## config.mk

```make
export PLATFORM = sky130hd
export DESIGN_NAME = cell_pos_reader
export DESIGN_NICKNAME = d
export VERILOG_FILES = /design/src/rtl/md_cell_pkg.sv /design/src/rtl/cell_rd_fifo.sv /design/src/rtl/cell_pos_reader.sv
export SDC_FILE = /design/constraint.sdc
export NUM_CORES = 1
export LEC_CHECK = 0
export BUFFER_PORTS_ARGS = -buffer_cell sky130_fd_sc_hd__buf_2
export CORE_ASPECT_RATIO = 1.75
export CORE_MARGIN = 2
export CORE_UTILIZATION = 45
export DETAILED_ROUTE_END_ITERATION = 10
export PLACE_DENSITY = 0.67
export SYNTH_ARGS = -nofsm -noshare
export SYNTH_HDL_FRONTEND = slang
export SYNTH_SLANG_ARGS = --single-unit
```

## constraint.sdc

```tcl
create_clock -name clk -period 11.57 [get_ports clk]
set_input_delay 1.7355 -clock clk [delete_from_list [all_inputs] [get_ports clk]]
set_output_delay 1.7355 -clock clk [all_outputs]
set_load 0.1 [all_outputs]
```

## src/rtl/md_cell_pkg.sv

```systemverilog
// Shared FSM state type, memory latency and FIFO sizing for the cell position reader.
package md_cell_pkg;

  typedef enum logic [2:0] {
    IDLE,
    RD_CNT,
    WAIT_CNT,
    STREAM,
    DRAIN,
    FINISH
  } state_t;

  localparam int RD_LATENCY = 2;
  localparam int FIFO_DEPTH = 4;
  localparam int OCC_W      = $clog2(FIFO_DEPTH + 1);

  // Slots already committed: reads still in the memory pipe plus words parked in the FIFO.
  function automatic logic [OCC_W:0] credit_use(input logic [OCC_W-1:0] inflight,
                                                input logic [OCC_W-1:0] occ);
    return {1'b0, inflight} + {1'b0, occ};
  endfunction

endpackage

```

## src/rtl/cell_rd_fifo.sv

```systemverilog
// Synchronous show-ahead FIFO with occupancy; head word visible while not empty, zero when empty.
// Push into a full FIFO is refused, so the writer must hold credits against DEPTH.
module cell_rd_fifo #(
  parameter int WIDTH = 8,
  parameter int DEPTH = 4,
  localparam int AW = (DEPTH > 1) ? $clog2(DEPTH) : 1,
  localparam int OW = $clog2(DEPTH + 1)
) (
  input  logic             clk,
  input  logic             rst_n,
  input  logic             push,
  input  logic [WIDTH-1:0] push_data,
  input  logic             pop,
  output logic [WIDTH-1:0] pop_data,
  output logic             empty,
  output logic [OW-1:0]    occupancy
);

  logic [WIDTH-1:0] store [DEPTH];
  logic [AW-1:0]    wptr_q;
  logic [AW-1:0]    rptr_q;
  logic             wr_en;
  logic             rd_en;

  function automatic logic [AW-1:0] bump(input logic [AW-1:0] p);
    return (p == AW'(DEPTH - 1)) ? '0 : p + AW'(1);
  endfunction

  assign empty    = (occupancy == '0);
  assign wr_en    = push && (occupancy != OW'(DEPTH));
  assign rd_en    = pop && !empty;
  assign pop_data = empty ? '0 : store[rptr_q];

  always_ff @(posedge clk) begin
    if (wr_en) begin
      store[wptr_q] <= push_data;
    end
  end

  always_ff @(posedge clk or negedge rst_n) begin
    if (!rst_n) begin
      wptr_q    <= '0;
      rptr_q    <= '0;
      occupancy <= '0;
    end else begin
      if (wr_en) wptr_q <= bump(wptr_q);
      if (rd_en) rptr_q <= bump(rptr_q);
      occupancy <= occupancy + OW'(wr_en) - OW'(rd_en);
    end
  end

endmodule

```

## src/rtl/cell_pos_reader.sv

```systemverilog
// Reads the particle count at cell address 0, then streams addresses 1..count as {index, last, position} words; first word 3 cycles after first read.
// Reads are credit-limited against the 4-entry FIFO so out_ready stalls never drop data; CELL_POS_RD_CLAMP_EN clamps oversize counts and sets count_err.
module cell_pos_reader
  import md_cell_pkg::*;
#(
  parameter int DATA_WIDTH   = 96,
  parameter int ADDR_WIDTH   = 8,
  parameter int PARTICLE_NUM = 220
) (
  input  logic                  clk,
  input  logic                  rst_n,
  input  logic                  start,
  output logic                  busy,
  output logic                  done,
  output logic [ADDR_WIDTH-1:0] mem_address,
  output logic                  mem_rden,
  output logic                  mem_wren,
  input  logic [DATA_WIDTH-1:0] mem_q,
  output logic                  out_valid,
  input  logic                  out_ready,
  output logic [DATA_WIDTH-1:0] out_data,
  output logic [ADDR_WIDTH-1:0] out_index,
  output logic                  out_last,
  output logic [ADDR_WIDTH-1:0] particle_count,
  output logic                  count_err
);

  localparam logic [ADDR_WIDTH-1:0] MAX_ADDR  = ADDR_WIDTH'(PARTICLE_NUM - 1);
  localparam logic [1:0]            WAIT_LAST = 2'(RD_LATENCY - 1);
  localparam logic [OCC_W:0]        DEPTH_LIM = (OCC_W + 1)'(FIFO_DEPTH);

  typedef struct packed {
    logic                  last;
    logic [ADDR_WIDTH-1:0] index;
    logic [DATA_WIDTH-1:0] data;
  } entry_t;

  state_t                state_q;
  state_t                state_d;
  logic [ADDR_WIDTH-1:0] addr_q;
  logic [ADDR_WIDTH-1:0] addr_d;
  logic [ADDR_WIDTH-1:0] last_addr_q;
  logic [ADDR_WIDTH-1:0] ret_idx_q;
  logic [ADDR_WIDTH-1:0] raw_cnt;
  logic [ADDR_WIDTH-1:0] new_count;
  logic [1:0]            wait_q;
  logic [1:0]            wait_d;
  logic [RD_LATENCY-1:0] rd_pipe_q;
  logic [OCC_W-1:0]      inflight;
  logic [OCC_W-1:0]      occ;
  logic                  over;
  logic                  credit_ok;
  logic                  issue;
  logic                  cnt_load;
  logic                  push;
  logic                  pop;
  logic                  fifo_empty;
  logic                  drain_ok;
  entry_t                push_entry;
  entry_t                head;

  assign raw_cnt = mem_q[ADDR_WIDTH-1:0];
  assign over    = (raw_cnt > MAX_ADDR);

`ifdef CELL_POS_RD_CLAMP_EN
  assign new_count = over ? MAX_ADDR : raw_cnt;

  always_ff @(posedge clk or negedge rst_n) begin
    if (!rst_n) begin
      count_err <= 1'b0;
    end else if (cnt_load && over) begin
      count_err <= 1'b1;
    end
  end
`else
  assign new_count = raw_cnt;
  assign count_err = 1'b0;
`endif

  always_comb begin
    inflight = '0;
    for (int i = 0; i < RD_LATENCY; i++) begin
      inflight = inflight + OCC_W'(rd_pipe_q[i]);
    end
  end

  assign credit_ok = (credit_use(inflight, occ) < DEPTH_LIM);
  assign issue     = (state_q == STREAM) && credit_ok;
  assign push      = rd_pipe_q[RD_LATENCY-1];
  assign pop       = out_valid && out_ready;
  // The last word may leave in the same cycle the scan is judged drained.
  assign drain_ok  = (inflight == '0) &&
                     ((occ == '0) || ((occ == OCC_W'(1)) && pop));

  assign mem_rden    = (state_q == RD_CNT) || issue;
  assign mem_address = issue ? addr_q : '0;
  assign mem_wren    = 1'b0;
  assign busy        = (state_q != IDLE);
  assign done        = (state_q == FINISH);

  always_comb begin
    state_d  = state_q;
    addr_d   = addr_q;
    wait_d   = wait_q;
    cnt_load = 1'b0;
    case (state_q)
      IDLE: begin
        if (start) state_d = RD_CNT;
      end
      RD_CNT: begin
        wait_d  = '0;
        state_d = WAIT_CNT;
      end
      WAIT_CNT: begin
        if (wait_q == WAIT_LAST) begin
          cnt_load = 1'b1;
          addr_d   = ADDR_WIDTH'(1);
          state_d  = (raw_cnt == '0) ? FINISH : STREAM;
        end else begin
          wait_d = wait_q + 2'd1;
        end
      end
      STREAM: begin
        if (issue) begin
          if (addr_q == last_addr_q) state_d = DRAIN;
          else                       addr_d  = addr_q + ADDR_WIDTH'(1);
        end
      end
      DRAIN: begin
        if (drain_ok) state_d = FINISH;
      end
      FINISH: begin
        state_d = IDLE;
      end
      default: begin
        state_d = IDLE;
      end
    endcase
  end

  always_ff @(posedge clk or negedge rst_n) begin
    if (!rst_n) begin
      state_q   <= IDLE;
      addr_q    <= '0;
      wait_q    <= '0;
      rd_pipe_q <= '0;
    end else begin
      state_q   <= state_d;
      addr_q    <= addr_d;
      wait_q    <= wait_d;
      rd_pipe_q <= {rd_pipe_q[RD_LATENCY-2:0], issue};
    end
  end

  // Returned words arrive in issue order, so a running index tags them.
  always_ff @(posedge clk or negedge rst_n) begin
    if (!rst_n) begin
      particle_count <= '0;
      last_addr_q    <= '0;
      ret_idx_q      <= '0;
    end else if (cnt_load) begin
      particle_count <= new_count;
      last_addr_q    <= over ? MAX_ADDR : raw_cnt;
      ret_idx_q      <= ADDR_WIDTH'(1);
    end else if (push) begin
      ret_idx_q <= ret_idx_q + ADDR_WIDTH'(1);
    end
  end

  always_comb begin
    push_entry.data  = mem_q;
    push_entry.index = ret_idx_q;
    push_entry.last  = (ret_idx_q == particle_count);
  end

  cell_rd_fifo #(
    .WIDTH ($bits(entry_t)),
    .DEPTH (FIFO_DEPTH)
  ) u_fifo (
    .clk       (clk),
    .rst_n     (rst_n),
    .push      (push),
    .push_data (push_entry),
    .pop       (pop),
    .pop_data  (head),
    .empty     (fifo_empty),
    .occupancy (occ)
  );

  assign out_valid = !fifo_empty;
  assign out_data  = head.data;
  assign out_index = head.index;
  assign out_last  = head.last;

endmodule

```

==> results.sh <==
export IMPL_fillCellCount=3172
export IMPL_cts_tree="built"
export IMPL_endpoint_kind="primary output"
export IMPL_grt_start_max_net_pins=108
export IMPL_avgSynthCellArea_um2=19.6
export IMPL_critPathKind="reg2out"
export IMPL_die_w_um=156
export IMPL_grt_pass1_wl_um=57100
export IMPL_drive_above_1_share=0.343
export IMPL_vias=9211
export IMPL_antenna_found_initial=10
export IMPL_vias_per_cell=5.41
export IMPL_timing_fmax_mhz=199
export IMPL_place_congestion=0.788
export IMPL_ios=227
export IMPL_core_area_um2=40100
export IMPL_firstDrtPassIters=5
export IMPL_ctsHoldBuffers=0
export IMPL_critPathMaxFanout=55
export IMPL_drv_slew=0
export IMPL_route_met2_wl_um=20000
export IMPL_wl_met1_um=14100
export IMPL_postCtsResizedCells=0
export IMPL_clkTransAtPathRegs_ns=0.06
export IMPL_numCtsBuffers=43
export IMPL_setup_viol=0
export IMPL_layout_commonest_cell="edfxtp_1"
export IMPL_post_cts_buffers=0
export IMPL_die_h_um=271
export IMPL_cts_sinks=466
export IMPL_stdcell_count=1702
export IMPL_grt_pass1_vias=10044
export IMPL_dpl_cell_count=1618
export IMPL_fin_crit_sh=0.434
export IMPL_drt_iter0_markers=550
export IMPL_nets=1282
export IMPL_io_buffers=224
export IMPL_post_dp_hpwl_um=22000
export IMPL_slew_headroom=0.226
export IMPL_gr_total_overflow=0
export IMPL_synth_area_um2=18300
export IMPL_skew_ns=0.0182
export IMPL_worstPathRequired_ns=9.83
export IMPL_cp_arrival_ns=3.29
export IMPL_maxUsedRoutingLayer="met5"
export IMPL_routed_wl_um=37000
export IMPL_wire_per_inst_um=21.7
export IMPL_dieArea_um2=42300
export IMPL_hold_viol=0
export IMPL_ys_ff_latch=466
export IMPL_clkLatencyLatePin_ns=0.54
export IMPL_core_rowCount=97
export IMPL_drc=0
export IMPL_tightest_slew_ns=1.16
export IMPL_tns_ns=0
export IMPL_fin_crit_ns=5.03
export IMPL_hold_path_class="reg2reg"
export IMPL_ys_warn_count=0
export IMPL_timing_hold_ws_ns=0.410
export IMPL_htree_levels=2
export IMPL_rsz0062_at_grt="false"
export IMPL_start_util=0.457
export IMPL_antenna_left=0
export IMPL_ys_seq_area_frac=0.752
export IMPL_syn_inst=935
export IMPL_final_cell_mix="420 x edfxtp_1, 224 x buf_2, 113 x and2_1"
export IMPL_finish_utilization=0.533
export IMPL_ctsRootBufferMaster="clkbuf_16"
export IMPL_outcome="finished, final reports clean"
export IMPL_route_met3_wl_um=1570
export IMPL_clock_path_buffers=3
export IMPL_netlist_cell_type_count=42
export IMPL_grt_util_all_layers=0.179
export IMPL_cp_start_kind="register"
export IMPL_drv_cap=0
export IMPL_area_growth_pct=16.7
-- metal layers --
| metal | GRT usage | up-vias |
|---|---|---|
| met5 | 0 | - |
| met4 | 0.0751 | 4 |
| met3 | 0.0288 | 74 |
| met2 | 0.328 | 240 |
| met1 | 0.203 | 4753 |
| li1 | - | 4140 |
-- layout make-up --
class                   instances  area [um2]  share of cell area
diodes                          7        17.5            0.000821
flip-flops and latches        466       13800               0.645
repair buffers                235        1200              0.0564
clock buffers                  54        1170              0.0549
inverters                      14        52.6             0.00246
multi-input cells             408        4290               0.201
well taps                     495         619              0.0290
clock inverters                23         224              0.0105
-- synth_stat cells, drive strengths merged --
master	instances	area, um2
mux4	105	2360
xor2	4	35.0
a21o	1	7.51
nor3	3	15.0
nor4	3	18.8
mux2	1	11.3
o22ai	1	6.26
o31ai	4	30.0
dfrtp	46	1150
o211ai	2	15.0
fa	1	20.0
inv	14	52.6
o21ai	13	65.1
and3	4	25.0
a311o	1	11.3
nand4	7	43.8
conb	1	3.75
nand2	44	165
a31oi	3	18.8
o41ai	1	8.76
ha	13	163
o21bai	1	7.51
nand2b	1	6.26
mux2i	2	20.0
buf	17	96.3
or4	4	31.3
xnor2	22	193
o22a	5	43.8
clkbuf	31	116
or2	1	6.26
or3	3	18.8
and2	117	732
o2111ai	1	8.76
nor2	21	78.8
a21oi	9	45.0
nand3b	1	7.51
nand3	6	30.0
edfxtp	420	12600
nand4b	1	8.76
-- worst paths after layout --
path,depth (start not counted),slack [ns],endpoint,startpoint
setup / recovery,4,6.54,out_data[77],u_fifo.rptr_q[1]
hold / removal,0,0.41,rd_pipe_q[1],rd_pipe_q[0]
setup reg to reg,5,8.66,u_fifo.store[0][54],rd_pipe_q[1]
hold reg to reg,0,0.41,rd_pipe_q[1],rd_pipe_q[0]
max in group asynchronous,2,9.81,u_fifo.rptr_q[0],rst_n
min in group asynchronous,2,1.28,last_addr_q[7],rst_n
-- registers in the layout (all words and copies together) (netlist names) --
signal            cells
state_q               3
u_fifo.wptr_q         2
rd_pipe_q             2
ret_idx_q             8
wait_q                2
u_fifo.rptr_q         2
last_addr_q           8
particle_count        8
u_fifo.occupancy      3
addr_q                8
u_fifo.store        420
-- per-stage QoR --
| stage | area [um2] | worst slack, ns |
|---|---|---|
| floorplan | 18300 | 6.93 |
| detailed placement | 19900 | 7.08 |
| CTS | 21300 | 6.46 |
| finish | 21300 | 6.54 |
| global route | 21300 | 6.38 |
| global placement | 19900 | 7.02 |
-- cell families (layout without fill, tap and decap cells) --
group | Yosys count | in the layout | synth area share
XOR/XNOR | 26 | 26 | 0.0124
adder cells (fa/ha/maj) | 14 | 14 | 0.00999
AND/OR/NAND/NOR | 216 | 216 | 0.0649
flip-flops | 466 | 466 | 0.752
AO/OA/AOI/OAI | 42 | 42 | 0.0146
multiplexers | 108 | 108 | 0.131
other | 1 | 9 | 0.000205
buffers and inverters | 62 | 326 | 0.0145
-- critical path, stage by stage (launching register included) --
cell	delay, ns
dfrtp_4	0.95
buf_4	0.76
mux4_2	0.33
and2_1	0.14
buf_2	0.44
Power is not shown: default switching activity piles up to over one toggle a cycle in this logic, so the estimate is an artifact.
